**src/rtl/pulse_bram_reader.sv**
```systemverilog
// ---------------------------------------------------------------------------
// pulse_bram_reader
//
// Consumer end of the pulse accumulation BRAM. The pulse generators
// read-modify-write fp32 pulse shapes into the BRAM. This block walks the
// BRAM one word at a time and streams each word out over a valid/ready
// handshake. When clear-on-read is enabled, each word is written back to 0
// once it has been captured, so the BRAM behaves as a circular sample ring.
//
// BRAM port conventions match the generators:
//   - byte addressing, ADDR_STEP bytes per word
//   - synchronous read with one cycle of latency
//
// Ports
//   i_clk            system clock, everything on the rising edge
//   i_rst            asynchronous active-high reset
//   i_run            1 = keep sweeping, 0 = finish current sample then idle
//   i_clear_en       1 = write 0 back to each word after reading (sampled in CAPT)
//   o_bram_addr      BRAM byte address (word pointer * ADDR_STEP)
//   o_bram_data_in   BRAM write data, always 0
//   o_ena            BRAM enable
//   o_bram_we        BRAM write enable
//   i_bram_data_out  BRAM read data
//   o_sample_data    fp32 word read from the BRAM, passed through bit-exact
//   o_sample_valid   o_sample_data holds a sample not yet transferred
//   i_sample_ready   downstream accepts the sample when valid & ready at a clock edge
//   o_sample_index   word index of the sample on o_sample_data
//   o_wrap           one-cycle pulse after the transfer of word DEPTH-1
//   o_lap_count      number of completed sweeps, modulo 2^LAP_W
// ---------------------------------------------------------------------------
module pulse_bram_reader #(
    parameter int DEPTH     = 2064,
    parameter int ADDR_STEP = 4,
    parameter int LAP_W     = 16
) (
    input  logic             i_clk,
    input  logic             i_rst,
    input  logic             i_run,
    input  logic             i_clear_en,
    output logic [31:0]      o_bram_addr,
    output logic [31:0]      o_bram_data_in,
    output logic             o_ena,
    output logic             o_bram_we,
    input  logic [31:0]      i_bram_data_out,
    output logic [31:0]      o_sample_data,
    output logic             o_sample_valid,
    input  logic             i_sample_ready,
    output logic [31:0]      o_sample_index,
    output logic             o_wrap,
    output logic [LAP_W-1:0] o_lap_count
);

    localparam int                PTR_W    = (DEPTH > 1) ? $clog2(DEPTH) : 1;
    localparam logic [PTR_W-1:0]  LAST_PTR = PTR_W'(DEPTH - 1);
    localparam logic [31:0]       STEP     = 32'(ADDR_STEP);

    // WAIT is the cycle in which the BRAM registers the read; CAPT grabs the
    // data and optionally issues the clear write; HOLD waits for the handshake.
    typedef enum logic [1:0] {
        ST_IDLE,
        ST_WAIT,
        ST_CAPT,
        ST_HOLD
    } state_t;

    state_t             r_state;
    state_t             w_stateNext;

    logic [PTR_W-1:0]   r_rdPtr;
    logic [31:0]        r_bramAddr;
    logic [31:0]        r_bramDataIn;
    logic               r_ena;
    logic               r_bramWe;
    logic [31:0]        r_sampleData;
    logic               r_sampleValid;
    logic [31:0]        r_sampleIndex;
    logic               r_wrap;
    logic [LAP_W-1:0]   r_lapCount;

    logic [PTR_W-1:0]   w_rdPtr;
    logic [PTR_W-1:0]   w_nextPtr;
    logic               w_isLast;
    logic [31:0]        w_bramAddr;
    logic [31:0]        w_bramDataIn;
    logic               w_ena;
    logic               w_bramWe;
    logic [31:0]        w_sampleData;
    logic               w_sampleValid;
    logic [31:0]        w_sampleIndex;
    logic               w_wrap;
    logic [LAP_W-1:0]   w_lapCount;

    // Word pointer to byte address on the BRAM port.
    function automatic logic [31:0] f_byteAddr(input logic [PTR_W-1:0] ptr);
        return 32'(ptr) * STEP;
    endfunction

    // Pointer successor with wrap from the last word back to word 0.
    always_comb begin
        w_isLast  = (r_rdPtr == LAST_PTR);
        w_nextPtr = w_isLast ? '0 : r_rdPtr + PTR_W'(1);
    end

    // Next-state and next-output logic. Enable, write enable and wrap are
    // single-cycle strobes, so they default low; everything else holds.
    // A transfer only happens in HOLD, which keeps the ring pointer, lap
    // counter and wrap pulse tied to the handshake rather than to the read.
    always_comb begin
        w_stateNext   = r_state;
        w_rdPtr       = r_rdPtr;
        w_bramAddr    = r_bramAddr;
        w_bramDataIn  = 32'd0;
        w_ena         = 1'b0;
        w_bramWe      = 1'b0;
        w_sampleData  = r_sampleData;
        w_sampleValid = r_sampleValid;
        w_sampleIndex = r_sampleIndex;
        w_wrap        = 1'b0;
        w_lapCount    = r_lapCount;

        case (r_state)
            ST_IDLE: begin
                if (i_run) begin
                    w_bramAddr  = f_byteAddr(r_rdPtr);
                    w_ena       = 1'b1;
                    w_stateNext = ST_WAIT;
                end
            end

            ST_WAIT: begin
                w_stateNext = ST_CAPT;
            end

            ST_CAPT: begin
                w_sampleData  = i_bram_data_out;
                w_sampleIndex = 32'(r_rdPtr);
                w_sampleValid = 1'b1;
                // The clear reuses the address of the word just read, so it
                // lands in the HOLD cycle, ahead of any following read.
                if (i_clear_en) begin
                    w_bramWe = 1'b1;
                    w_ena    = 1'b1;
                end
                w_stateNext = ST_HOLD;
            end

            ST_HOLD: begin
                if (r_sampleValid && i_sample_ready) begin
                    w_sampleValid = 1'b0;
                    w_rdPtr       = w_nextPtr;
                    if (w_isLast) begin
                        w_wrap     = 1'b1;
                        w_lapCount = r_lapCount + LAP_W'(1);
                    end
                    if (i_run) begin
                        w_bramAddr  = f_byteAddr(w_nextPtr);
                        w_ena       = 1'b1;
                        w_stateNext = ST_WAIT;
                    end else begin
                        w_stateNext = ST_IDLE;
                    end
                end
            end

            default: begin
                w_stateNext = ST_IDLE;
            end
        endcase
    end

    // State and output registers. Reset abandons any sample in flight and
    // restarts the sweep at word 0; a clear interrupted by reset is not
    // retried.
    always_ff @(posedge i_clk or posedge i_rst) begin
        if (i_rst) begin
            r_state       <= ST_IDLE;
            r_rdPtr       <= '0;
            r_bramAddr    <= 32'd0;
            r_bramDataIn  <= 32'd0;
            r_ena         <= 1'b0;
            r_bramWe      <= 1'b0;
            r_sampleData  <= 32'd0;
            r_sampleValid <= 1'b0;
            r_sampleIndex <= 32'd0;
            r_wrap        <= 1'b0;
            r_lapCount    <= '0;
        end else begin
            r_state       <= w_stateNext;
            r_rdPtr       <= w_rdPtr;
            r_bramAddr    <= w_bramAddr;
            r_bramDataIn  <= w_bramDataIn;
            r_ena         <= w_ena;
            r_bramWe      <= w_bramWe;
            r_sampleData  <= w_sampleData;
            r_sampleValid <= w_sampleValid;
            r_sampleIndex <= w_sampleIndex;
            r_wrap        <= w_wrap;
            r_lapCount    <= w_lapCount;
        end
    end

    assign o_bram_addr    = r_bramAddr;
    assign o_bram_data_in = r_bramDataIn;
    assign o_ena          = r_ena;
    assign o_bram_we      = r_bramWe;
    assign o_sample_data  = r_sampleData;
    assign o_sample_valid = r_sampleValid;
    assign o_sample_index = r_sampleIndex;
    assign o_wrap         = r_wrap;
    assign o_lap_count    = r_lapCount;

endmodule

```
**config.mk**
```make
export PLATFORM = sky130hd
export DESIGN_NAME = pulse_bram_reader
export DESIGN_NICKNAME = d
export VERILOG_FILES = /design/src/rtl/pulse_bram_reader.sv
export SDC_FILE = /design/constraint.sdc
export NUM_CORES = 1
export LEC_CHECK = 0
export BUFFER_PORTS_ARGS = -buffer_cell sky130_fd_sc_hd__buf_4
export CELL_PAD_IN_SITES_DETAIL_PLACEMENT = 1
export CELL_PAD_IN_SITES_GLOBAL_PLACEMENT = 2
export CORE_ASPECT_RATIO = 0.75
export CORE_MARGIN = 4
export CORE_UTILIZATION = 31
export DETAILED_ROUTE_END_ITERATION = 16
export PLACE_DENSITY = 0.88
export SKIP_LAST_GASP = 1
export SYNTH_ARGS = -nofsm -noshare
export SYNTH_HDL_FRONTEND = slang
export SYNTH_SLANG_ARGS = --single-unit
```
**constraint.sdc**
```tcl
create_clock -name i_clk -period 5.4 [get_ports i_clk]
set_input_delay 0.54 -clock i_clk [delete_from_list [all_inputs] [get_ports i_clk]]
set_output_delay 0.54 -clock i_clk [all_outputs]
set_load 0.01 [all_outputs]
```
==> qor.yml, run 1 <==
sta:
  tightest_slew_ns: 1.12
  period_share: 0.497
  report.final.slew_viol_count: 0
  setup_tns_ns: 0
  clock.fmax_ghz: 0.373
  slew_headroom: 0.251
  clock_skew_ns: 0.00650
  period_minus_slack_ns: 2.68
  setup_viol: 0
  grt_setup_unrepaired: "false"
  hold_viol_final: 0
critical_path:
  startpoint_type: "flip-flop"
  crit_type: "reg -> reg"
  cp_max_fo: 16
  crit_buf_inv: 0
  r2r_cells: 5
  r2r_end: "o_lap_count[13]$_DFFE_PP0P_"
  reg2reg_slack_ns: 2.72
  required_ns: 5.63
  cpMaxStageDelayCell: "nor4bb_1"
  max_stage_delay_ns: 0.68
  crit-reg2reg-launch: "r_state[1]$_DFFE_PP0P_"
  cp_cell_sequence: "ha_1 -> nand3_1 -> nor4bb_1 -> nand4_1 -> xnor2_1"
  cp_top_family: "simple AND/OR/NAND/NOR gates"
  cp.arrival_ns: 2.91
  crit_path_end_kind: "flip-flop"
synthesis:
  yosysSeqAreaShare: 0.495
  synth.distinct_cells: 45
  ys_top_cells_by_area: "dfrtp_1, buf_4, mux2_2, xnor2_1, nand2_1"
  syn_inst: 409
  async_reset_ff_frac: 1.00
  syn_area_um2: 4550
  synth_edf_count: 0
  synth_top_area_cell: "dfrtp_1"
  synthFlopType: "dfrtp_1"
  yosysTopAreaCellShare: 0.495
  ys_seq_elements: 90
  ys_warn_count: 0
  avgSynthCellArea_um2: 11.1
final_layout:
  final_nets: 557
  diodes: 0
  area_growth_pct: 22.3
  multi_input_area_um2: 1890
  fillers: 1617
  final_core_util: 0.386
  regArea_um2: 2250
  drive_above_1_share: 0.349
place:
  dp_hpwl_mm: 8.60
  globalplace.congestion: 0.839
  numPortBuffers: 112
detailed_routing:
  ant_nets: 0
  drc_errors: 0
  dr.pass1.iters: 4
  routed_wl_mm: 11.5
  drt_iter0_drc: 191
  vias: 3218
  avgViaCountPerCell: 4.48
  wire_per_inst_um: 16.0
run:
  cap_violations: 0
clock_tree:
  cts_sinks: 90
  cts_root_buf: "clkbuf_16"
  cts_setup_buffers: 0
  cts_tree: "built"
  h-tree-depth: 3
  cts_buffers: 9
  cts.clk_slew.worst_paths_ns: 0.06
  cts_buffer_depth: 2
  insertion_delay_ns: 0.34
  holdBufCountCts: 0
  cts_resized: 0
floorplanning:
  core-area_um2: 14400
  die_w_um: 148
  placementRows: 38
  start_util: 0.316
  io_pins: 185
  dieArea_um2: 16700
  die_y_um: 113
global_routing:
  grt_pass1_vias: 3449
  grt_max_degree: 58
  grt_util_all_layers: 0.142
  overflow: 0
  grt_pass1_wl_mm: 18.8
  antenna_found_initial: 0
power_and_ir_drop:
  power-per-cell-area_nw_per_um2: 452
  ir_drop_uv: 208
  power_leakage_uw: 0.00267
outcome:
  status: "complete, no violations"
min_path:
  hold_path.class: "in -> async"
[cell usage after synthesis (4+ instances only)]
master	instances
dfrtp_1	90
buf_4	76
mux2_2	45
nand2_1	28
o21ai_0	17
nand3_1	15
xnor2_1	15
clkbuf_1	12
xor2_1	11
inv_1	9
nand4_1	9
nor3_1	9
a21oi_1	8
ha_1	7
nor4_1	7
and3_1	6
nor2_1	6
and4_1	4
[logic make-up after synthesis]
kind of cell    share of synthesized area
buf+inv                             0.147
simple gates                        0.124
compound gates                     0.0493
xor+xnor                           0.0501
fa+ha+maj                          0.0193
mux                                 0.114
flops                               0.495
other cells                      0.000825
[sequential cells by signal, summed over array words and instances (netlist names)]
name,count
o_sample_data,32
o_sample_valid,1
o_ena,1
o_lap_count,16
o_sample_index,12
r_rdPtr,12
o_bram_addr,12
o_bram_we,1
o_wrap,1
r_state,2
[layout make-up]
class	instances	share of cell area
clock buffer	12	0.0443
clock inverter	4	0.00495
inverter	9	0.00630
multi-input combinational	289	0.341
sequential	90	0.405
tap	200	0.0450
timing repair buffer	114	0.154
[placed cells by master, fill, tap and decap left out, types with 2 or more instances in the layout]
master / count
nand3_1: 15
conb_1: 72
and3_1: 6
dfrtp_1: 90
nand4_1: 9
a31oi_1: 3
nor2b_1: 3
a21oi_1: 8
inv_1: 8
or3_1: 3
ha_1: 6
buf_4: 114
mux2_2: 45
xor2_1: 11
clkinv_2: 2
clkbuf_1: 2
clkbuf_16: 9
nand2_1: 28
o21ai_0: 17
and4_1: 4
clkinvlp_4: 3
xnor2_1: 15
nor3_1: 9
nor4_1: 7
nor2_1: 6
[worst max path at each step]
stage / end / slack [ns] / cells after the start / from
after detailed placement: o_lap_count[7]$_DFFE_PP0P_ / 2.75 / 5 / r_state[1]$_DFFE_PP0P_
after floorplan: o_bram_addr[10]$_DFFE_PP0P_ / 2.52 / 1 / i_rst
after global placement: o_lap_count[9]$_DFFE_PP0P_ / 2.89 / 5 / r_state[1]$_DFFE_PP0P_
after global routing: o_lap_count[13]$_DFFE_PP0P_ / 2.50 / 5 / r_state[1]$_DFFE_PP0P_
after CTS: o_lap_count[7]$_DFFE_PP0P_ / 2.76 / 5 / r_state[1]$_DFFE_PP0P_
final: o_lap_count[13]$_DFFE_PP0P_ / 2.72 / 5 / r_state[1]$_DFFE_PP0P_
[routing by layer]
metal  global-route usage  routed length (um)  vias to the layer above
li1                     -                   -                     1479
met1                0.175                4760                     1627
met2                0.226                5620                      104
met3               0.0673                 991                        8
met4               0.0332                 113                        0
met5                    0                   0                        -
[per-stage QoR]
step | setup WS [ns] | area, um2 | hold slack [ns] | total power (uW) | instances
final | 2.72 | 5560 | 0.250 | 2510 | 718
after global routing | 2.50 | 5560 | 0.270 | 2690 | 718
after CTS | 2.76 | 5560 | 0.256 | 2560 | 718
after detailed placement | 2.75 | 5290 | 0.474 | 1950 | 702
after global placement | 2.89 | 5290 | 0.467 | 1910 | 702
after floorplan | 2.52 | 4810 | 0.508 | 1560 | 480
[worst reg2reg max path, cell delays in order (launching register included)]
cell,delay [ns]
dfrtp_1,0.39
ha_1,0.51
nand3_1,0.64
nor4bb_1,0.68
nand4_1,0.20
xnor2_1,0.15
[power breakdown]
part	switching (uW)	internal (uW)
clock	260	324
sequential	138	869
combinational	451	471
Note: power is estimated with default switching activity, not from simulation.
==> run 2: changes to the inputs <==
- CORE_UTILIZATION: 31 -> 29
- PLACE_DENSITY: 0.88 -> 0.83
- clock period: 5.4 -> 2.6 ns (I/O delays scaled with it)
==> run 2 against run 1 <==
  * Sequential share of layout area fell by 0.97 points
  * Cell area is 2.5% higher
  * Via count up 0.34%
  * Clock power up 140%
  * Fmax rose by 19%
  * Non-clock buffer count is 9 higher
  * Cell count is 1.8% higher
  * Utilization shrank 1.4 points
  * Largest power group unchanged
  * Highest routed layer unchanged
==> qor.yml, run 2 (synthesized netlist as in run 1, its figures left out) <==
critical_path:
  cp.arrival_ns: 2.48  # -0.43 ns
  required_ns: 2.83  # -2.80 ns
  startpoint_type: "flip-flop"
  cp_max_fo: 14  # -2
  crit_type: "reg -> reg"
  reg2reg_slack_ns: 0.35  # -2.37 ns
  crit_path_end_kind: "flip-flop"
detailed_routing:
  drt_iter0_drc: 71  # -63%
  dr.pass1.iters: 4  # unchanged
  drc_errors: 0  # unchanged
  vias: 3229  # +0.34%
  routed_wl_mm: 11.7  # +1.9%
  avgViaCountPerCell: 4.42  # -1.4%
  wire_per_inst_um: 16.0  # about the same
  ant_nets: 0  # unchanged
sta:
  period_minus_slack_ns: 2.25  # -0.431 ns
  clock_skew_ns: 0.00823  # +0.00173 ns
  period_share: 0.866  # +0.369
  setup_tns_ns: 0  # unchanged
  clock.fmax_ghz: 0.444  # +19%
  grt_setup_unrepaired: "false"
  report.final.slew_viol_count: 0  # unchanged
  setup_viol: 0  # unchanged
  hold_viol_final: 0  # unchanged
  slew_headroom: 0.544  # +0.293
  tightest_slew_ns: 0.674  # -0.448 ns
global_routing:
  grt_pass1_vias: 3381  # -2.0%
  grt_pass1_wl_mm: 18.6  # -1.0%
  grt_max_degree: 46  # -21%
  grt_util_all_layers: 0.131  # -0.0103
  antenna_found_initial: 0  # unchanged
  overflow: 0  # unchanged
final_layout:
  most-common-layout-cells: "buf_4, dfrtp_1, conb_1"
  fillers: 1751  # +8.3%
  area_growth_pct: 25.3
  drive_above_1_share: 0.359  # +0.00989
  diodes: 0  # unchanged
  multi_input_area_um2: 1890  # unchanged
  final_nets: 566  # +1.6%
  largest_reg_flops: 32  # unchanged
  regArea_um2: 2250  # unchanged
  layout_commonest_cell: "buf_4"
  design_area_um2: 5700  # +2.5%
  final_core_util: 0.372  # -0.0142
floorplanning:
  die_y_um: 116  # +3.1%
  start_util: 0.297  # -0.0189
  core-area_um2: 15300  # +6.4%
  die_w_um: 153  # +3.2%
  placementRows: 39  # +2.6%
  dieArea_um2: 17800  # +6.5%
  io_pins: 185  # unchanged
power_and_ir_drop:
  power-per-cell-area_nw_per_um2: 953  # +110%
  power_leakage_uw: 0.00274  # +2.6%
  ir_drop_uv: 405  # +95%
outcome:
  status: "complete, no violations"
run:
  cap_violations: 0  # unchanged
place:
  dp_hpwl_mm: 8.87  # +3.2%
  numPortBuffers: 112  # unchanged
  globalplace.congestion: 0.870  # +3.7%
  place_area_um2: 5380  # +1.7%
clock_tree:
  cts_root_buf: "clkbuf_16"
  cts_setup_buffers: 0  # unchanged
  cts_sinks: 90  # unchanged
  cts.clk_slew.worst_paths_ns: 0.07  # about the same
  cts_tree: "built"
  cts_buffers: 9  # unchanged
  holdBufCountCts: 1  # +1
  insertion_delay_ns: 0.35  # about the same
  cts_buffer_depth: 2  # unchanged
  h-tree-depth: 3  # unchanged
  cts_resized: 0  # unchanged
min_path:
  hold_path.class: "in -> reg"
==> run 2: cell types whose count changed in the layout (fill, tap and decap cells not counted), sizes merged <==
| cell | previous run | this run |
|---|---|---|
| buf | 114 | 122 |
| bufinv | 0 | 2 |
| clkbuf | 12 | 10 |
| clkinvlp | 3 | 2 |
| dlygate4sd3 | 0 | 1 |
==> run 2: routing by layer <==
metal / up-vias / global-route usage / wire [um]
met5: - / 0 / 0
met4: 0 / 0.0332 / 114
met3: 12 / 0.0533 / 849
met2: 96 / 0.201 / 5520
met1: 1628 / 0.175 / 5220
li1: 1493 / - / -
==> run 2: cell type report <==
cell class,count,share of cell area
clock buffers,10,0.0402
clock inverters,5,0.0141
inverters,9,0.00615
multi-input cells,289,0.332
flip-flops and latches,90,0.395
well taps,205,0.0450
repair buffers,123,0.167
==> run 2: critical path, stage by stage, from the launching register on <==
cell and delay, ns:
dfrtp_1 0.52, ha_1 0.33, and3_1 0.25, nand4_2 0.38, nor2_1 0.30, mux2_2 0.36
==> run 2: through the flow <==
stage,setup slack (ns),std cells,total power [uW],hold WS [ns]
finish,0.349,731,5430,0.134
global route,0.150,731,5820,0.119
CTS,0.362,731,5540,0.114
detailed placement,0.388,715,4110,0.334
global placement,0.510,715,4040,0.311
floorplan,0.00474,480,3240,0.369
==> run 2: final timing paths <==
path                                        startpoint  cells past startpoint                            end
min in group asynchronous                        i_rst                      3  o_sample_data[27]$_DFFE_PP0N_
min reg2reg                o_bram_addr[10]$_DFFE_PP0P_                      2    o_bram_addr[10]$_DFFE_PP0P_
max reg2reg                     r_rdPtr[0]$_DFFE_PP0P_                      5     o_lap_count[1]$_DFFE_PP0P_
max                             r_rdPtr[0]$_DFFE_PP0P_                      5     o_lap_count[1]$_DFFE_PP0P_
min                                         i_clear_en                      3            o_bram_we$_DFF_PP0_
max in group asynchronous                        i_rst                      4  o_sample_data[23]$_DFFE_PP0N_
==> run 2: power breakdown <==
part | internal (uW) | switching [uW]
sequential | 1810 | 291
combinational | 1010 | 939
clock | 835 | 545
total | 3650 | 1770
